<file path="src/rtl/ps2_host_tx_if.sv">
// Command handshake between a requester and the PS/2 host transmitter.
interface ps2_host_tx_if;
  logic [7:0] tx_data;
  logic       tx_valid;
  logic       tx_ready;
  logic       tx_done;
  logic       tx_err;

  modport master (output tx_data, output tx_valid,
                  input tx_ready, input tx_done, input tx_err);
  modport slave  (input tx_data, input tx_valid,
                  output tx_ready, output tx_done, output tx_err);
endinterface

</file>
<file path="src/rtl/ps2_host_tx.sv">
// PS/2 host-to-device command transmitter (inhibit, request-to-send, 11-bit frame, ACK check).
// Optional watchdog on the device-clocked phases: define PS2_TX_TIMEOUT_EN.
module ps2_host_tx (
  input  logic         clk25,
  input  logic         clr,
  ps2_host_tx_if.slave tx_if,
  input  logic         PS2C,
  input  logic         PS2D,
  output logic         ps2c_oe,
  output logic         ps2d_oe
);

  typedef enum logic [2:0] {
    S_IDLE     = 3'd0,
    S_INHIBIT  = 3'd1,
    S_REQ      = 3'd2,
    S_XFER     = 3'd3,
    S_ACK      = 3'd4,
    S_WAITIDLE = 3'd5,
    S_DONE     = 3'd6,
    S_ERR      = 3'd7
  } state_t;

  localparam logic [11:0] INHIBIT_LAST = 12'd2499;
  localparam logic [11:0] REQ_LAST     = 12'd24;
  localparam logic [3:0]  BIT_STOP     = 4'd9;

  function automatic logic odd_parity(input logic [7:0] d);
    return ~^d;
  endfunction

  state_t      r_state, w_state_nxt;
  logic [11:0] r_cnt, w_cnt_nxt;
  logic [3:0]  r_bit, w_bit_nxt;
  logic [8:0]  r_frame, w_frame_nxt;
  logic        r_ps2c_oe, w_ps2c_oe_nxt;
  logic        r_ps2d_oe, w_ps2d_oe_nxt;
  logic        r_tx_ready, w_tx_ready_nxt;
  logic        r_tx_done, w_tx_done_nxt;
  logic        r_tx_err, w_tx_err_nxt;

  logic [7:0]  r_c_shift, r_d_shift;
  logic [7:0]  w_c_shift_nxt, w_d_shift_nxt;
  logic        r_c_filt, r_d_filt, r_c_filt_d;
  logic        w_fe;
  logic        w_timeout;

  assign w_c_shift_nxt = {r_c_shift[6:0], PS2C};
  assign w_d_shift_nxt = {r_d_shift[6:0], PS2D};
  assign w_fe          = r_c_filt_d & ~r_c_filt;

  // Glitch filter: a line level is only believed after 8 identical samples.
  always_ff @(posedge clk25) begin
    if (!clr) begin
      r_c_shift  <= 8'hFF;
      r_d_shift  <= 8'hFF;
      r_c_filt   <= 1'b1;
      r_d_filt   <= 1'b1;
      r_c_filt_d <= 1'b1;
    end else begin
      r_c_shift  <= w_c_shift_nxt;
      r_d_shift  <= w_d_shift_nxt;
      r_c_filt_d <= r_c_filt;
      if (w_c_shift_nxt == 8'hFF)      r_c_filt <= 1'b1;
      else if (w_c_shift_nxt == 8'h00) r_c_filt <= 1'b0;
      else                             r_c_filt <= r_c_filt;
      if (w_d_shift_nxt == 8'hFF)      r_d_filt <= 1'b1;
      else if (w_d_shift_nxt == 8'h00) r_d_filt <= 1'b0;
      else                             r_d_filt <= r_d_filt;
    end
  end

`ifdef PS2_TX_TIMEOUT_EN
  localparam logic [18:0] WDOG_LAST = 19'd374999;
  logic [18:0] r_wdog;
  logic        w_wdog_run;

  assign w_wdog_run = (r_state == S_XFER) || (r_state == S_ACK) || (r_state == S_WAITIDLE);
  assign w_timeout  = w_wdog_run && (r_wdog == WDOG_LAST);

  // Watchdog restarts on XFER entry and on every device clock edge.
  always_ff @(posedge clk25) begin
    if (!clr) begin
      r_wdog <= 19'd0;
    end else if ((w_state_nxt == S_XFER && r_state != S_XFER) || w_fe || !w_wdog_run) begin
      r_wdog <= 19'd0;
    end else begin
      r_wdog <= r_wdog + 19'd1;
    end
  end
`else
  assign w_timeout = 1'b0;
`endif

  // State and registered outputs.
  always_ff @(posedge clk25) begin
    if (!clr) begin
      r_state    <= S_IDLE;
      r_cnt      <= 12'd0;
      r_bit      <= 4'd0;
      r_frame    <= 9'd0;
      r_ps2c_oe  <= 1'b0;
      r_ps2d_oe  <= 1'b0;
      r_tx_ready <= 1'b1;
      r_tx_done  <= 1'b0;
      r_tx_err   <= 1'b0;
    end else begin
      r_state    <= w_state_nxt;
      r_cnt      <= w_cnt_nxt;
      r_bit      <= w_bit_nxt;
      r_frame    <= w_frame_nxt;
      r_ps2c_oe  <= w_ps2c_oe_nxt;
      r_ps2d_oe  <= w_ps2d_oe_nxt;
      r_tx_ready <= w_tx_ready_nxt;
      r_tx_done  <= w_tx_done_nxt;
      r_tx_err   <= w_tx_err_nxt;
    end
  end

  // Next state; outputs are computed for the state being entered.
  always_comb begin
    w_state_nxt    = r_state;
    w_cnt_nxt      = r_cnt;
    w_bit_nxt      = r_bit;
    w_frame_nxt    = r_frame;
    w_ps2c_oe_nxt  = 1'b0;
    w_ps2d_oe_nxt  = r_ps2d_oe;
    w_tx_ready_nxt = 1'b0;
    w_tx_done_nxt  = 1'b0;
    w_tx_err_nxt   = 1'b0;
    case (r_state)
      S_IDLE: begin
        w_ps2d_oe_nxt = 1'b0;
        if (tx_if.tx_valid) begin
          w_frame_nxt   = {odd_parity(tx_if.tx_data), tx_if.tx_data};
          w_state_nxt   = S_INHIBIT;
          w_cnt_nxt     = 12'd0;
          w_ps2c_oe_nxt = 1'b1;
        end else begin
          w_tx_ready_nxt = 1'b1;
        end
      end
      S_INHIBIT: begin
        w_ps2c_oe_nxt = 1'b1;
        w_ps2d_oe_nxt = 1'b0;
        if (r_cnt == INHIBIT_LAST) begin
          w_state_nxt   = S_REQ;
          w_cnt_nxt     = 12'd0;
          w_ps2d_oe_nxt = 1'b1;
        end else begin
          w_cnt_nxt = r_cnt + 12'd1;
        end
      end
      S_REQ: begin
        w_ps2c_oe_nxt = 1'b1;
        w_ps2d_oe_nxt = 1'b1;
        if (r_cnt == REQ_LAST) begin
          w_state_nxt   = S_XFER;
          w_cnt_nxt     = 12'd0;
          w_bit_nxt     = 4'd0;
          w_ps2c_oe_nxt = 1'b0;
        end else begin
          w_cnt_nxt = r_cnt + 12'd1;
        end
      end
      S_XFER: begin
        // Edge k presents frame bit k-1 (data LSB first, then parity); edge 10 is the stop bit.
        if (w_fe) begin
          if (r_bit == BIT_STOP) begin
            w_ps2d_oe_nxt = 1'b0;
            w_state_nxt   = S_ACK;
            w_bit_nxt     = 4'd0;
          end else begin
            w_ps2d_oe_nxt = ~r_frame[r_bit];
            w_bit_nxt     = r_bit + 4'd1;
          end
        end else if (w_timeout) begin
          w_state_nxt   = S_ERR;
          w_ps2d_oe_nxt = 1'b0;
          w_tx_err_nxt  = 1'b1;
        end else begin
          w_state_nxt = S_XFER;
        end
      end
      S_ACK: begin
        w_ps2d_oe_nxt = 1'b0;
        if (w_fe) begin
          if (!r_d_filt) begin
            w_state_nxt = S_WAITIDLE;
          end else begin
            w_state_nxt  = S_ERR;
            w_tx_err_nxt = 1'b1;
          end
        end else if (w_timeout) begin
          w_state_nxt  = S_ERR;
          w_tx_err_nxt = 1'b1;
        end else begin
          w_state_nxt = S_ACK;
        end
      end
      S_WAITIDLE: begin
        w_ps2d_oe_nxt = 1'b0;
        if (r_c_filt && r_d_filt) begin
          w_state_nxt   = S_DONE;
          w_tx_done_nxt = 1'b1;
        end else if (w_timeout) begin
          w_state_nxt  = S_ERR;
          w_tx_err_nxt = 1'b1;
        end else begin
          w_state_nxt = S_WAITIDLE;
        end
      end
      S_DONE, S_ERR: begin
        w_ps2d_oe_nxt  = 1'b0;
        w_state_nxt    = S_IDLE;
        w_tx_ready_nxt = 1'b1;
      end
      default: begin
        w_ps2d_oe_nxt  = 1'b0;
        w_state_nxt    = S_IDLE;
        w_tx_ready_nxt = 1'b1;
      end
    endcase
  end

  assign ps2c_oe        = r_ps2c_oe;
  assign ps2d_oe        = r_ps2d_oe;
  assign tx_if.tx_ready = r_tx_ready;
  assign tx_if.tx_done  = r_tx_done;
  assign tx_if.tx_err   = r_tx_err;

endmodule

</file>
<file path="src/flat_wrapper.sv">
// flat-port wrapper written by rule: the top's interface ports become plain ports
module ps2_host_tx_flat 
  (clk25, clr, PS2C, PS2D, ps2c_oe, ps2d_oe, tx_if_tx_data, tx_if_tx_valid, tx_if_tx_ready, tx_if_tx_done, tx_if_tx_err);
  ps2_host_tx_if tx_if_i ();
  input  logic clk25;
  input  logic clr;
  input  logic PS2C;
  input  logic PS2D;
  output logic ps2c_oe;
  output logic ps2d_oe;
  input wire logic [$bits(tx_if_i.tx_data)-1:0] tx_if_tx_data;
  input wire logic [$bits(tx_if_i.tx_valid)-1:0] tx_if_tx_valid;
  output wire logic [$bits(tx_if_i.tx_ready)-1:0] tx_if_tx_ready;
  output wire logic [$bits(tx_if_i.tx_done)-1:0] tx_if_tx_done;
  output wire logic [$bits(tx_if_i.tx_err)-1:0] tx_if_tx_err;
  assign tx_if_i.tx_data = tx_if_tx_data;
  assign tx_if_i.tx_valid = tx_if_tx_valid;
  assign tx_if_tx_ready = tx_if_i.tx_ready;
  assign tx_if_tx_done = tx_if_i.tx_done;
  assign tx_if_tx_err = tx_if_i.tx_err;
  ps2_host_tx u_core (.clk25(clk25), .clr(clr), .tx_if(tx_if_i), .PS2C(PS2C), .PS2D(PS2D), .ps2c_oe(ps2c_oe), .ps2d_oe(ps2d_oe));
endmodule
</file>
<file path="config.mk">
export PLATFORM = sky130hd
export DESIGN_NAME = ps2_host_tx_flat
export DESIGN_NICKNAME = d
export VERILOG_FILES = /design/src/rtl/ps2_host_tx_if.sv /design/src/rtl/ps2_host_tx.sv /design/src/flat_wrapper.sv
export SDC_FILE = /design/constraint.sdc
export NUM_CORES = 1
export LEC_CHECK = 0
export BUFFER_PORTS_ARGS = -buffer_cell sky130_fd_sc_hd__buf_2
export CAP_MARGIN = 10
export CORE_MARGIN = 3
export CORE_UTILIZATION = 50
export DETAILED_ROUTE_END_ITERATION = 12
export PLACE_DENSITY = 0.71
export SLEW_MARGIN = 30
export SYNTH_ARGS = -nofsm -noshare
export SYNTH_HDL_FRONTEND = slang
export SYNTH_SLANG_ARGS = --single-unit
</file>
<file path="constraint.sdc">
create_clock -name clk25 -period 1.95 [get_ports clk25]
set_input_delay 0.2925 -clock clk25 [delete_from_list [all_inputs] [get_ports clk25]]
set_output_delay 0.2925 -clock clk25 [all_outputs]
set_load 0.01 [all_outputs]
</file>
==> impl_metrics.tcl <==
set metrics [dict create \
    grt_pass1_wl_um 8450 \
    critical_path_arrival_ps 2090 \
    gr-total-overflow 0 \
    die_w_um 74.5 \
    cts_hold_buf 0 \
    hold_path.class "primary input to flip-flop" \
    antenna_left 0 \
    diodes 0 \
    synthDistinctLibCells 49 \
    routedWlPerCell_um 13.7 \
    nFillCells 396 \
    dr.first_iter.drc_count 189 \
    p_comb_frac 0.198 \
    min_period_over_period 0.970 \
    fin_skew_ps 12.3 \
    cts_inserted_buffers 5 \
    p_sw_uw 660 \
    final_cell_mix "dfxtp_1, nand2_1, nor2_1, buf_4, nand2b_1" \
    ir_drop_uv 650 \
    synthArstFlopShare 0 \
    timing.rr.start "u_core.r_cnt[1]" \
    dp_slack_ps 33.7 \
    wirelength_um 4840 \
    p_leak_uw 0.00102 \
    multi_input_area_sq_um 1290 \
    clock_path_buffers 2 \
    rrSetupSlack_ps 60 \
    hold_end "u_core.r_d_shift[0]" \
    synth_area_sq_um 2350 \
    drt_first_pass_iters 4 \
    port_buffers 17 \
    core.rowCount 24 \
    slew_headroom 0.665 \
    place.gp.congestion 0.870 \
    syn_to_final_growth_pct 15.6 \
    finalNonFillerCells 354 \
    place_hpwl_um 3420 \
    worstMarginPinSlew_ps 502 \
    final_common_cell "dfxtp_1" \
    timing.rr.end "u_core.r_cnt[7]" \
    min_from "PS2D" \
    antenna_found_initial 0 \
    crit_required_ps 2150 \
    vias 1974 \
    layout.nets 319 \
    viasPerCell 5.58 \
    ys_warn_count 0 \
    synth_edf_count 0 \
    p_int_uw 1540 \
    grt_usage 0.196 \
    cap_viol_max_count 0 \
    worstSetupStartpointType "flip-flop" \
    p_sw_frac 0.301 \
    synth-seq-cells 50 \
    outcome "finished clean" \
    clkLatencyLatePin_ps 310 \
    drc 0 \
    cts_tree "yes" \
    drv_slew 0 \
    hold_violations 0 \
    power_density_nw_per_um2 809 \
    grt_max_degree 19 \
    core_area_sq_um 4440 \
    p_clk_frac 0.297 \
    tns_ps 0 \
    die_h_um 74.5 \
    min_period_ps 1890 \
    synthFlopType "dfxtp_1" \
    htree_levels 2 \
    setup_viol_count_final 0 \
    root_buffer "clkbuf_8" \
    dieArea_sq_um 5550 \
    ff_latch_area_sq_um 1000 \
    power.share.sequential 0.505 \
    crit_type "flip-flop to flip-flop" \
    hold_path_depth 2 \
    start_util 0.528 \
    final.setup.worst_slack_ps 58.1 \
    cts.sinks 50 \
    dpl.cell_count 344 \
    hold_slack_ps 189 \
    grt_pass1_vias 1853 \
    cp_max_fo 5 \
    clk_pin_slew_worst_paths_ps 100 \
    r2r_cells 7 \
    netlist_instances 268 \
    seq_area_frac_synth 0.426 \
    avgSynthCellArea_sq_um 8.76 \
    syn-num-nets 286 \
    end_kind "flip-flop" \
    fmax_mhz 529 \
    io_pins 18 \
    drive_gt1_frac 0.195 \
]
through the flow:
| step | area [sq um] | power, uW | utilization |
|---|---|---|---|
| floorplan | 2350 | 1410 | - |
| global placement | 2570 | 1530 | 0.577 |
| detailed placement | 2570 | 1540 | 0.577 |
| CTS | 2660 | 2190 | 0.599 |
| global route | 2710 | 2320 | 0.610 |
| finish | 2710 | 2200 | 0.610 |
flip-flops by register name (all words and copies together) (netlist names), 3 cells and up:
register,flops
u_core.r_d_shift,7
u_core.r_cnt,12
u_core.r_state,3
u_core.r_frame,9
u_core.r_bit,4
u_core.r_c_shift,7
critical path, cell delays in order, from the launching register on:
cell and delay [ps]:
dfxtp_2 340, inv_2 60, ha_4 120, or4bb_4 470, o31ai_4 310, and2_4 220, a31oi_1 50, o221a_1 210
layer usage:
metal	global-route usage	vias to the layer above	wire length (um)
met1	0.268	907	2310
met2	0.309	36	2270
met5	0	-	0
met4	0.0534	0	58
li1	-	1023	-
met3	0.0486	8	203
power by group through the flow:
stage          logic (uW)  registers, uW  clock network (uW)
4_1_cts               415           1110                 667
3_5_place_dp          410           1130                   0
5_1_grt               481           1120                 717
6_report              435           1110                 651
2_1_floorplan         286           1130                   0
3_3_place_gp          406           1130                   0
cell families (layout without fill, tap and decap cells):
group           count (synthesis)  count (layout)  synth area share
fa+ha+maj                       5               5            0.0267
mux                             3               3            0.0235
compound gates                 51              51             0.156
simple gates                  130             130             0.286
buf+inv                        17              51            0.0363
xor+xnor                       12              12            0.0448
flops                          50              50             0.426
synth_stat cells (2+ instances only):
library cell,instances,share of area
nor4_1,5,0.013
dfxtp_1,50,0.43
o221a_1,2,0.0096
xnor2_1,9,0.034
or3b_1,2,0.0075
o21ai_1,2,0.0043
nor2b_1,4,0.011
or4bb_1,2,0.0096
a21oi_1,15,0.032
clkbuf_1,7,0.011
or3_1,4,0.011
inv_1,7,0.011
nor2_1,19,0.030
nand3b_1,3,0.0096
nor3_1,6,0.013
o31ai_4,2,0.018
o21ai_0,6,0.013
a22oi_1,4,0.013
ha_1,5,0.027
and2_1,2,0.0053
nand2b_1,18,0.048
o41ai_1,2,0.0075
a31oi_1,6,0.016
nor3b_1,2,0.0064
xor2_1,3,0.011
mux4_2,2,0.019
nand4_1,4,0.011
a211o_1,2,0.0075
nand3_1,15,0.032
nand2_1,39,0.062
layout make-up:
| type | instances | share of cell area |
|---|---|---|
| clock buffer | 5 | 0.0254 |
| clock inverter | 3 | 0.0106 |
| inverter | 7 | 0.00969 |
| multi-input combinational | 201 | 0.476 |
| sequential | 50 | 0.370 |
| tap | 52 | 0.0240 |
| timing repair buffer | 36 | 0.0839 |
worst max path at each step:
| stage | depth (start not counted) | end | start |
|---|---|---|---|
| 2_1_floorplan | 7 | u_core.r_cnt[7] | u_core.r_cnt[0] |
| 3_3_place_gp | 7 | u_core.r_cnt[7] | u_core.r_cnt[0] |
| 3_5_place_dp | 7 | u_core.r_cnt[7] | u_core.r_cnt[0] |
| 4_1_cts | 7 | u_core.r_cnt[7] | u_core.r_cnt[0] |
| 5_1_grt | 8 | u_core.r_bit[2] | u_core.r_cnt[1] |
| 6_report | 7 | u_core.r_cnt[7] | u_core.r_cnt[1] |
timing repair:
item,4_1_cts,5_1_grt
setup buffers,0,2
resized for setup,0,10
setup endpoints to repair,0,14
Note: power is estimated with default switching activity, not from simulation.
